==> src/rtl/led_rate_pkg.sv <==
// Shared constants, command encoding and helper for the LED rate divider.
// The speed-command path is only built when LED_RATE_DIVIDER_SPEED_CTRL_EN is defined.
package led_rate_pkg;

   localparam int unsigned CLK_HZ            = 50_000_000;
   localparam int unsigned RATE_CNT_W        = 32;
   localparam int unsigned RATE_DEFAULT_HALF = 25_000_000;
   localparam int unsigned RATE_STEP         = 1_000_000;
   localparam int unsigned RATE_MIN_HALF     = 1_000_000;
   localparam int unsigned RATE_MAX_HALF     = 100_000_000;

   typedef enum logic [1:0] {
      SPD_NONE = 2'd0,
      SPD_UP   = 2'd1,
      SPD_DN   = 2'd2,
      SPD_RST  = 2'd3
   } spd_cmd_e;

   // Reset-speed wins; up and down together cancel each other out.
   function automatic spd_cmd_e encode_cmd(input logic up, input logic dn, input logic rst);
      spd_cmd_e cmd;
      cmd = SPD_NONE;
      if (rst) begin
         cmd = SPD_RST;
      end else if (up && !dn) begin
         cmd = SPD_UP;
      end else if (dn && !up) begin
         cmd = SPD_DN;
      end
      return cmd;
   endfunction

endpackage

==> src/rtl/led_rate_divider_if.sv <==
// Control/status bundle between the rate divider and whoever steers the LED speed.
// The speed fields are only acted upon when LED_RATE_DIVIDER_SPEED_CTRL_EN is defined.
interface led_rate_divider_if
   import led_rate_pkg::*;
#(
   parameter int unsigned CNT_W = RATE_CNT_W
);

   logic             en;
   logic             speed_up;
   logic             speed_dn;
   logic             speed_rst;
   logic             div_clk;
   logic             tick;
   logic [CNT_W-1:0] half_period;
   logic             at_min;
   logic             at_max;

   modport master (
      output en, speed_up, speed_dn, speed_rst,
      input  div_clk, tick, half_period, at_min, at_max
   );

   modport slave (
      input  en, speed_up, speed_dn, speed_rst,
      output div_clk, tick, half_period, at_min, at_max
   );

endinterface

==> src/rtl/led_rate_speed_ctrl.sv <==
// Pending half-period register with saturating speed-up / slow-down steps.
// Only instantiated when LED_RATE_DIVIDER_SPEED_CTRL_EN is defined.
module led_rate_speed_ctrl
   import led_rate_pkg::*;
#(
   parameter int unsigned CNT_W        = RATE_CNT_W,
   parameter int unsigned DEFAULT_HALF = RATE_DEFAULT_HALF,
   parameter int unsigned STEP         = RATE_STEP,
   parameter int unsigned MIN_HALF     = RATE_MIN_HALF,
   parameter int unsigned MAX_HALF     = RATE_MAX_HALF
) (
   input  logic             clk,
   input  logic             rst_n,
   input  logic             speed_up,
   input  logic             speed_dn,
   input  logic             speed_rst,
   output logic [CNT_W-1:0] half_next,
   output logic             at_min,
   output logic             at_max
);

   // One extra bit so neither the step nor the threshold sum can wrap.
   localparam logic [CNT_W:0] STEP_W = (CNT_W+1)'(STEP);
   localparam logic [CNT_W:0] MIN_W  = (CNT_W+1)'(MIN_HALF);
   localparam logic [CNT_W:0] MAX_W  = (CNT_W+1)'(MAX_HALF);
   localparam logic [CNT_W:0] DEF_W  = (CNT_W+1)'(DEFAULT_HALF);

   spd_cmd_e       cmd;
   logic [CNT_W:0] cur_w;
   logic [CNT_W:0] next_w;
   logic           unused_msb;

   assign cmd        = encode_cmd(speed_up, speed_dn, speed_rst);
   assign cur_w      = {1'b0, half_next};
   assign unused_msb = next_w[CNT_W];

   // Compute the saturated candidate half-period for this cycle's command.
   always_comb begin
      next_w = cur_w;
      case (cmd)
         SPD_RST: next_w = DEF_W;
         SPD_UP:  next_w = (cur_w < (MIN_W + STEP_W)) ? MIN_W : (cur_w - STEP_W);
         SPD_DN:  next_w = ((cur_w + STEP_W) > MAX_W) ? MAX_W : (cur_w + STEP_W);
         default: next_w = cur_w;
      endcase
   end

   // Register the pending half-period and its limit flags together.
   always_ff @(posedge clk or negedge rst_n) begin
      if (!rst_n) begin
         half_next <= CNT_W'(DEFAULT_HALF);
         at_min    <= 1'b0;
         at_max    <= 1'b0;
      end else begin
         half_next <= next_w[CNT_W-1:0];
         at_min    <= (next_w == MIN_W);
         at_max    <= (next_w == MAX_W);
      end
   end

endmodule

==> src/rtl/led_rate_divider.sv <==
// Programmable divider producing a 50 % duty div_clk and a matching tick pulse.
// Define LED_RATE_DIVIDER_SPEED_CTRL_EN to enable runtime speed commands.
module led_rate_divider
   import led_rate_pkg::*;
#(
   parameter int unsigned CNT_W        = RATE_CNT_W,
   parameter int unsigned DEFAULT_HALF = RATE_DEFAULT_HALF,
   parameter int unsigned STEP         = RATE_STEP,
   parameter int unsigned MIN_HALF     = RATE_MIN_HALF,
   parameter int unsigned MAX_HALF     = RATE_MAX_HALF
) (
   input logic                clk,
   input logic                rst_n,
   led_rate_divider_if.slave  bus
);

   logic [CNT_W-1:0] cnt;
   logic [CNT_W-1:0] half_q;
   logic [CNT_W-1:0] half_next;
   logic             div_clk_q;
   logic             tick_q;
   logic             at_min_w;
   logic             at_max_w;
   logic             wrap;

`ifdef LED_RATE_DIVIDER_SPEED_CTRL_EN
   led_rate_speed_ctrl #(
      .CNT_W        (CNT_W),
      .DEFAULT_HALF (DEFAULT_HALF),
      .STEP         (STEP),
      .MIN_HALF     (MIN_HALF),
      .MAX_HALF     (MAX_HALF)
   ) u_speed_ctrl (
      .clk       (clk),
      .rst_n     (rst_n),
      .speed_up  (bus.speed_up),
      .speed_dn  (bus.speed_dn),
      .speed_rst (bus.speed_rst),
      .half_next (half_next),
      .at_min    (at_min_w),
      .at_max    (at_max_w)
   );
`else
   logic unused_cfg;

   assign half_next  = CNT_W'(DEFAULT_HALF);
   assign at_min_w   = 1'b0;
   assign at_max_w   = 1'b0;
   assign unused_cfg = ^{bus.speed_up, bus.speed_dn, bus.speed_rst,
                         (STEP > 0), (MIN_HALF < MAX_HALF)};
`endif

   assign wrap = (cnt == (half_q - CNT_W'(1)));

   // Count out each half-period; at the end flip div_clk and adopt the pending rate.
   always_ff @(posedge clk or negedge rst_n) begin
      if (!rst_n) begin
         cnt       <= '0;
         half_q    <= CNT_W'(DEFAULT_HALF);
         div_clk_q <= 1'b0;
         tick_q    <= 1'b0;
      end else if (bus.en) begin
         if (wrap) begin
            cnt       <= '0;
            div_clk_q <= ~div_clk_q;
            half_q    <= half_next;
            tick_q    <= ~div_clk_q;
         end else begin
            cnt       <= cnt + CNT_W'(1);
            tick_q    <= 1'b0;
         end
      end else begin
         tick_q <= 1'b0;
      end
   end

   assign bus.div_clk     = div_clk_q;
   assign bus.tick        = tick_q;
   assign bus.half_period = half_next;
   assign bus.at_min      = at_min_w;
   assign bus.at_max      = at_max_w;

endmodule

==> src/flat_wrapper.sv <==
// flat-port wrapper written by rule: the top's interface ports become plain ports
module led_rate_divider_flat import led_rate_pkg::*;
#(
   parameter int unsigned CNT_W        = RATE_CNT_W,
   parameter int unsigned DEFAULT_HALF = RATE_DEFAULT_HALF,
   parameter int unsigned STEP         = RATE_STEP,
   parameter int unsigned MIN_HALF     = RATE_MIN_HALF,
   parameter int unsigned MAX_HALF     = RATE_MAX_HALF
)
  (clk, rst_n, bus_en, bus_speed_up, bus_speed_dn, bus_speed_rst, bus_div_clk, bus_tick, bus_half_period, bus_at_min, bus_at_max);
  led_rate_divider_if #(.CNT_W(CNT_W)) bus_i ();
  input logic clk;
  input logic rst_n;
  input wire logic [$bits(bus_i.en)-1:0] bus_en;
  input wire logic [$bits(bus_i.speed_up)-1:0] bus_speed_up;
  input wire logic [$bits(bus_i.speed_dn)-1:0] bus_speed_dn;
  input wire logic [$bits(bus_i.speed_rst)-1:0] bus_speed_rst;
  output wire logic [$bits(bus_i.div_clk)-1:0] bus_div_clk;
  output wire logic [$bits(bus_i.tick)-1:0] bus_tick;
  output wire logic [$bits(bus_i.half_period)-1:0] bus_half_period;
  output wire logic [$bits(bus_i.at_min)-1:0] bus_at_min;
  output wire logic [$bits(bus_i.at_max)-1:0] bus_at_max;
  assign bus_i.en = bus_en;
  assign bus_i.speed_up = bus_speed_up;
  assign bus_i.speed_dn = bus_speed_dn;
  assign bus_i.speed_rst = bus_speed_rst;
  assign bus_div_clk = bus_i.div_clk;
  assign bus_tick = bus_i.tick;
  assign bus_half_period = bus_i.half_period;
  assign bus_at_min = bus_i.at_min;
  assign bus_at_max = bus_i.at_max;
  led_rate_divider #(.CNT_W(CNT_W), .DEFAULT_HALF(DEFAULT_HALF), .STEP(STEP), .MIN_HALF(MIN_HALF), .MAX_HALF(MAX_HALF)) u_core (.clk(clk), .rst_n(rst_n), .bus(bus_i));
endmodule
==> config.mk <==
export PLATFORM = sky130hd
export DESIGN_NAME = led_rate_divider_flat
export DESIGN_NICKNAME = d
export VERILOG_FILES = /design/src/rtl/led_rate_pkg.sv /design/src/rtl/led_rate_divider_if.sv /design/src/rtl/led_rate_speed_ctrl.sv /design/src/rtl/led_rate_divider.sv /design/src/flat_wrapper.sv
export SDC_FILE = /design/constraint.sdc
export NUM_CORES = 1
export LEC_CHECK = 0
export CAP_MARGIN = 20
export CELL_PAD_IN_SITES_DETAIL_PLACEMENT = 1
export CELL_PAD_IN_SITES_GLOBAL_PLACEMENT = 1
export CORE_MARGIN = 2
export CORE_UTILIZATION = 30
export DETAILED_ROUTE_END_ITERATION = 16
export GPL_TIMING_DRIVEN = 0
export PLACE_DENSITY = 0.63
export REMOVE_ABC_BUFFERS = 1
export SYNTH_ARGS = -nofsm -noshare
export SYNTH_HDL_FRONTEND = slang
export SYNTH_HIERARCHICAL = 1
export SYNTH_SLANG_ARGS = --single-unit
==> constraint.sdc <==
create_clock -name clk -period 2.4 [get_ports clk]
set_clock_uncertainty 0.05 [all_clocks]
set_input_delay 0.48 -clock clk [delete_from_list [all_inputs] [get_ports clk]]
set_output_delay 0.48 -clock clk [all_outputs]
set_load 0.02 [all_outputs]
Word level (Yosys, flattened, before mapping)
Index checks and enable logic that the tools add are counted.
- logic and storage cells: 10
- register bits after elaboration: 34
- $add $sub $neg: 1
- reduce and logical (&&, ||, !) cells: 1
- mux-type cells: 3
- bitwise operators: 1
- equal/unequal tests: 1
- operators by type and width (cell ; number):
    32-bit by 1-bit adder with 32-bit output (second input constant) ; 1
    32-bit by 25-bit equality test with 1-bit output (second input constant) ; 1
    32-bit 2-to-1 mux ; 1
    1-bit 2-to-1 mux ; 2
    2-bit AND reduction ; 1
    1-bit inverter ; 1

Depth between registers and ports, before layout
- depth after elaboration: 3
- mapped depth: 6

Worst setup path before layout
OpenSTA, ideal clock, no wires.
- path kind: flip-flop to flip-flop
- from: register u_core.cnt[7]
- to: register u_core.cnt[24]
- stages on the path, launching flop included: 6
- required time: 2.272 ns
- library setup time: 0.078 ns
- slack: 0.490 ns
- clock period less this slack: 1.910 ns
- arrival time: 1.782 ns
- path through: dfrtp_1 nand4_2 or4_1 buf_2 or4_1 a21oi_1
- word-level cells in the longest chain between the ends: 2
- elaborated cells on any way between the ends: 3
- classes of those cells: add/sub (1); eq/ne (1); mux (1)
- ends and longest elaborated chain (what ; line ; text):
    from (decl) ; led_rate_divider.sv:17 ; logic [CNT_W-1:0] cnt;
    from (signal assigned) ; led_rate_divider.sv:69 ; cnt <= cnt + CNT_W'(1);
    32-bit by 1-bit adder with 32-bit output / 32-bit by 25-bit equality test with 1-bit output (equally long branches) ; led_rate_divider.sv:69, led_rate_divider.sv:53 ;
    32-bit 2-to-1 mux (*) ; led_rate_divider.sv:63 ; if (wrap) begin
Every way passes the cells marked *; elsewhere a longest branch is shown, timed or not.
A chain may end at the register's enable or synchronous reset.

==> reports/qor.yml <==
worstPathArrival_ns: 2.43
place_congestion: 0.741
die_height_um: 84.7
cts.clk_slew.worst_paths_ns: 0.07
wl_met1_mm: 2.00
critPathRequiredTime_ns: 2.56
seqPwrFrac_pct: 53.6
layout_common_cells: "conb_1, dfrtp_1, xnor2_1, nand3_1, nand2_1"
dpl_worst_slack_ns: -0.278
drv_cap: 0
cts_setup_buffers: 0
path_buf_inv: 1
clkLatencyLatePin_ns: 0.29
hold_ws_ns: 0.213
worst_hold_path_type: "primary input to async pin"
io_buffers: 4
rsz0062_at_grt: "no"
criticalPathCategory: "primary input to flop"
grt_pass1_wl_mm: 6.89
hpwl_mm: 2.89
p_int_mw: 0.894
grt_start_max_net_pins: 35
cts_root_buffer: "clkbuf_8"
clock_path_buffers: 2
finalCritPeriodShare_pct: 94.6
clock_sinks: 34
grt-ovfl-total: 0
grtUsageTotal_pct: 12.3
diodes: 0
switching_power_mw: 0.365
drt_iter0_drc: 109
grt_pass1_vias: 1368
met3_length_um: 134
vias: 1427
postCtsHoldBufs: 0
setup_viol: 0
antenna_found_initial: 0
clockPowerShare_pct: 34.5
area_growth_syn_to_layout_pct: 5.06
power.leakage_nw: 0.883
ys_types: 34
design_area_um2: 2050
hold_viol_final: 0
rows: 29
vias_per_cell: 4.95
post_cts_resized: 0
syn_area_um2: 1950
htreeDepth: 2
setup_tns_ns: 0
path_cells: "clkdlybuf4s50_1, nand3_1, or4_1, or3_1, a21oi_1"
setup.worst_path.end_class: "flop"
yosys_warnings: 6
power_mw: 1.26
fmax_ghz: 0.440
p_comb_share_pct: 11.9
syn_avg_cell_area_um2: 9.67
cts_tree: "built"
routed.top_layer: "met4"
crit_family: "simple AND/OR/NAND/NOR gates"
max-vdd-ir-drop_mv: 0.299
core-area_um2: 6310
synth_seq_area_share_pct: 43.6
dieArea_um2: 7170
dr.pass1.iters: 4
nets: 217
tightest_slew_ns: 0.871
drive_above_1_share_pct: 6.16
path_max_fanout: 8
ys_ff_latch: 34
syn_inst: 202
drc_errors: 0
min_period_ns: 2.27
setup_slack_ns: 0.129
sw_frac_of_total_pct: 29.0
routed_wl_mm: 4.11
relSlewSlack_pct: 41.5
p_per_area_nw_per_um2: 614
drtAntennaViolNets: 0
slowest_delay_ns: 0.61
start_util_pct: 30.9
crit_slowest_cell: "or4_1"
wire_per_inst_um: 14.3
die_x_um: 84.7
cts_buffers: 5
outcome: "complete, no violations"
wl_met2_mm: 1.91
postPlaceCellArea_um2: 1950
ios: 42
drv_slew: 0
start_kind: "primary input"
Yosys cell counts:
cell type / instances / area [um2]
o31ai_1: 2 / 15.0
clkbuf_1: 1 / 3.75
o41ai_1: 1 / 8.76
xnor2_1: 18 / 158
buf_2: 1 / 5.00
and4_1: 5 / 43.8
nand3b_1: 1 / 7.51
o21ai_0: 5 / 25.0
or4_1: 4 / 30.0
nor3b_1: 1 / 7.51
and2_1: 1 / 6.26
o2bb2ai_1: 1 / 8.76
nor4b_1: 2 / 17.5
ha_1: 1 / 12.5
or3_1: 3 / 18.8
dfrtp_1: 34 / 851
a21oi_1: 7 / 35.0
inv_1: 2 / 7.51
nand2b_1: 1 / 6.26
nand4_1: 10 / 62.6
nor2b_1: 1 / 6.26
nand4_2: 1 / 12.5
nand2_1: 13 / 48.8
conb_1: 2 / 7.51
nand4b_1: 2 / 17.5
buf_4: 34 / 255
nor3_1: 4 / 20.0
nand3_1: 14 / 70.1
and4bb_2: 1 / 12.5
nor4_1: 5 / 31.3
nor4_2: 1 / 12.5
nor2_1: 12 / 45.0
xor2_1: 6 / 52.6
and3_1: 5 / 31.3
cells by family (layout without fill, tap and decap cells):
family	Yosys count	in the layout	synth area share, %
buffers and inverters	38	15	13.9
other	2	34	0.385
and+or+nand+nor	87	87	26.0
AOI/OAI and AO/OA	16	16	4.74
DFF	34	34	43.6
adders and majority gates	1	1	0.641
xor gates and xnor gates	24	24	10.8
layout make-up:
cell class / instances / area, um2
clock buffers: 7 / 86.3
inverters: 2 / 7.51
well taps: 77 / 96.3
clock inverters: 1 / 5.00
multi-input cells: 162 / 966
repair buffers: 5 / 40.0
flip-flops and latches: 34 / 851
fillers: 743 / 4260
through the flow:
stage               instances  util [%]
global placement          279      30.8
CTS                       288      32.4
floorplan                 198         -
finish                    288      32.5
global route              288      32.5
detailed placement        280      31.0
power by group through the flow:
stage                     logic [mW]  registers [mW]  clock network (mW)
after global placement         0.148           0.684                   0
after floorplan                0.115           0.670                   0
after CTS                      0.151           0.674               0.454
final                          0.150           0.675               0.434
after detailed placement       0.149           0.684                   0
after global routing           0.164           0.682               0.481
registers in the layout (all words and copies together), names as in the netlist:
register / count
u_core/bus.div_clk: 1
u_core/cnt: 32
u_core/bus.tick: 1
per-layer routing:
layer | vias to the layer above | global-route usage, %
li1 | 673 | -
met1 | 717 | 16.8
met2 | 29 | 18.8
met3 | 8 | 2.65
met4 | 0 | 5.19
met5 | - | 0
final timing paths:
kind | from | end | slack, ns | depth (start not counted)
hold reg to reg | u_core/bus.div_clk$_DFFE_PN0P_ | u_core/bus.tick$_DFF_PN0_ | 0.42 | 1
setup / recovery | bus_en | u_core/cnt[22]$_DFFE_PN0P_ | 0.13 | 5
min in group clk | u_core/bus.div_clk$_DFFE_PN0P_ | u_core/bus.tick$_DFF_PN0_ | 0.42 | 1
setup reg to reg | u_core/cnt[0]$_DFFE_PN0P_ | u_core/bus.div_clk$_DFFE_PN0P_ | 0.19 | 5
max in group asynchronous | rst_n | u_core/cnt[10]$_DFFE_PN0P_ | 1.59 | 1
hold / removal | rst_n | u_core/cnt[31]$_DFFE_PN0P_ | 0.21 | 1
No activity file was read; power rests on OpenSTA's default activity.
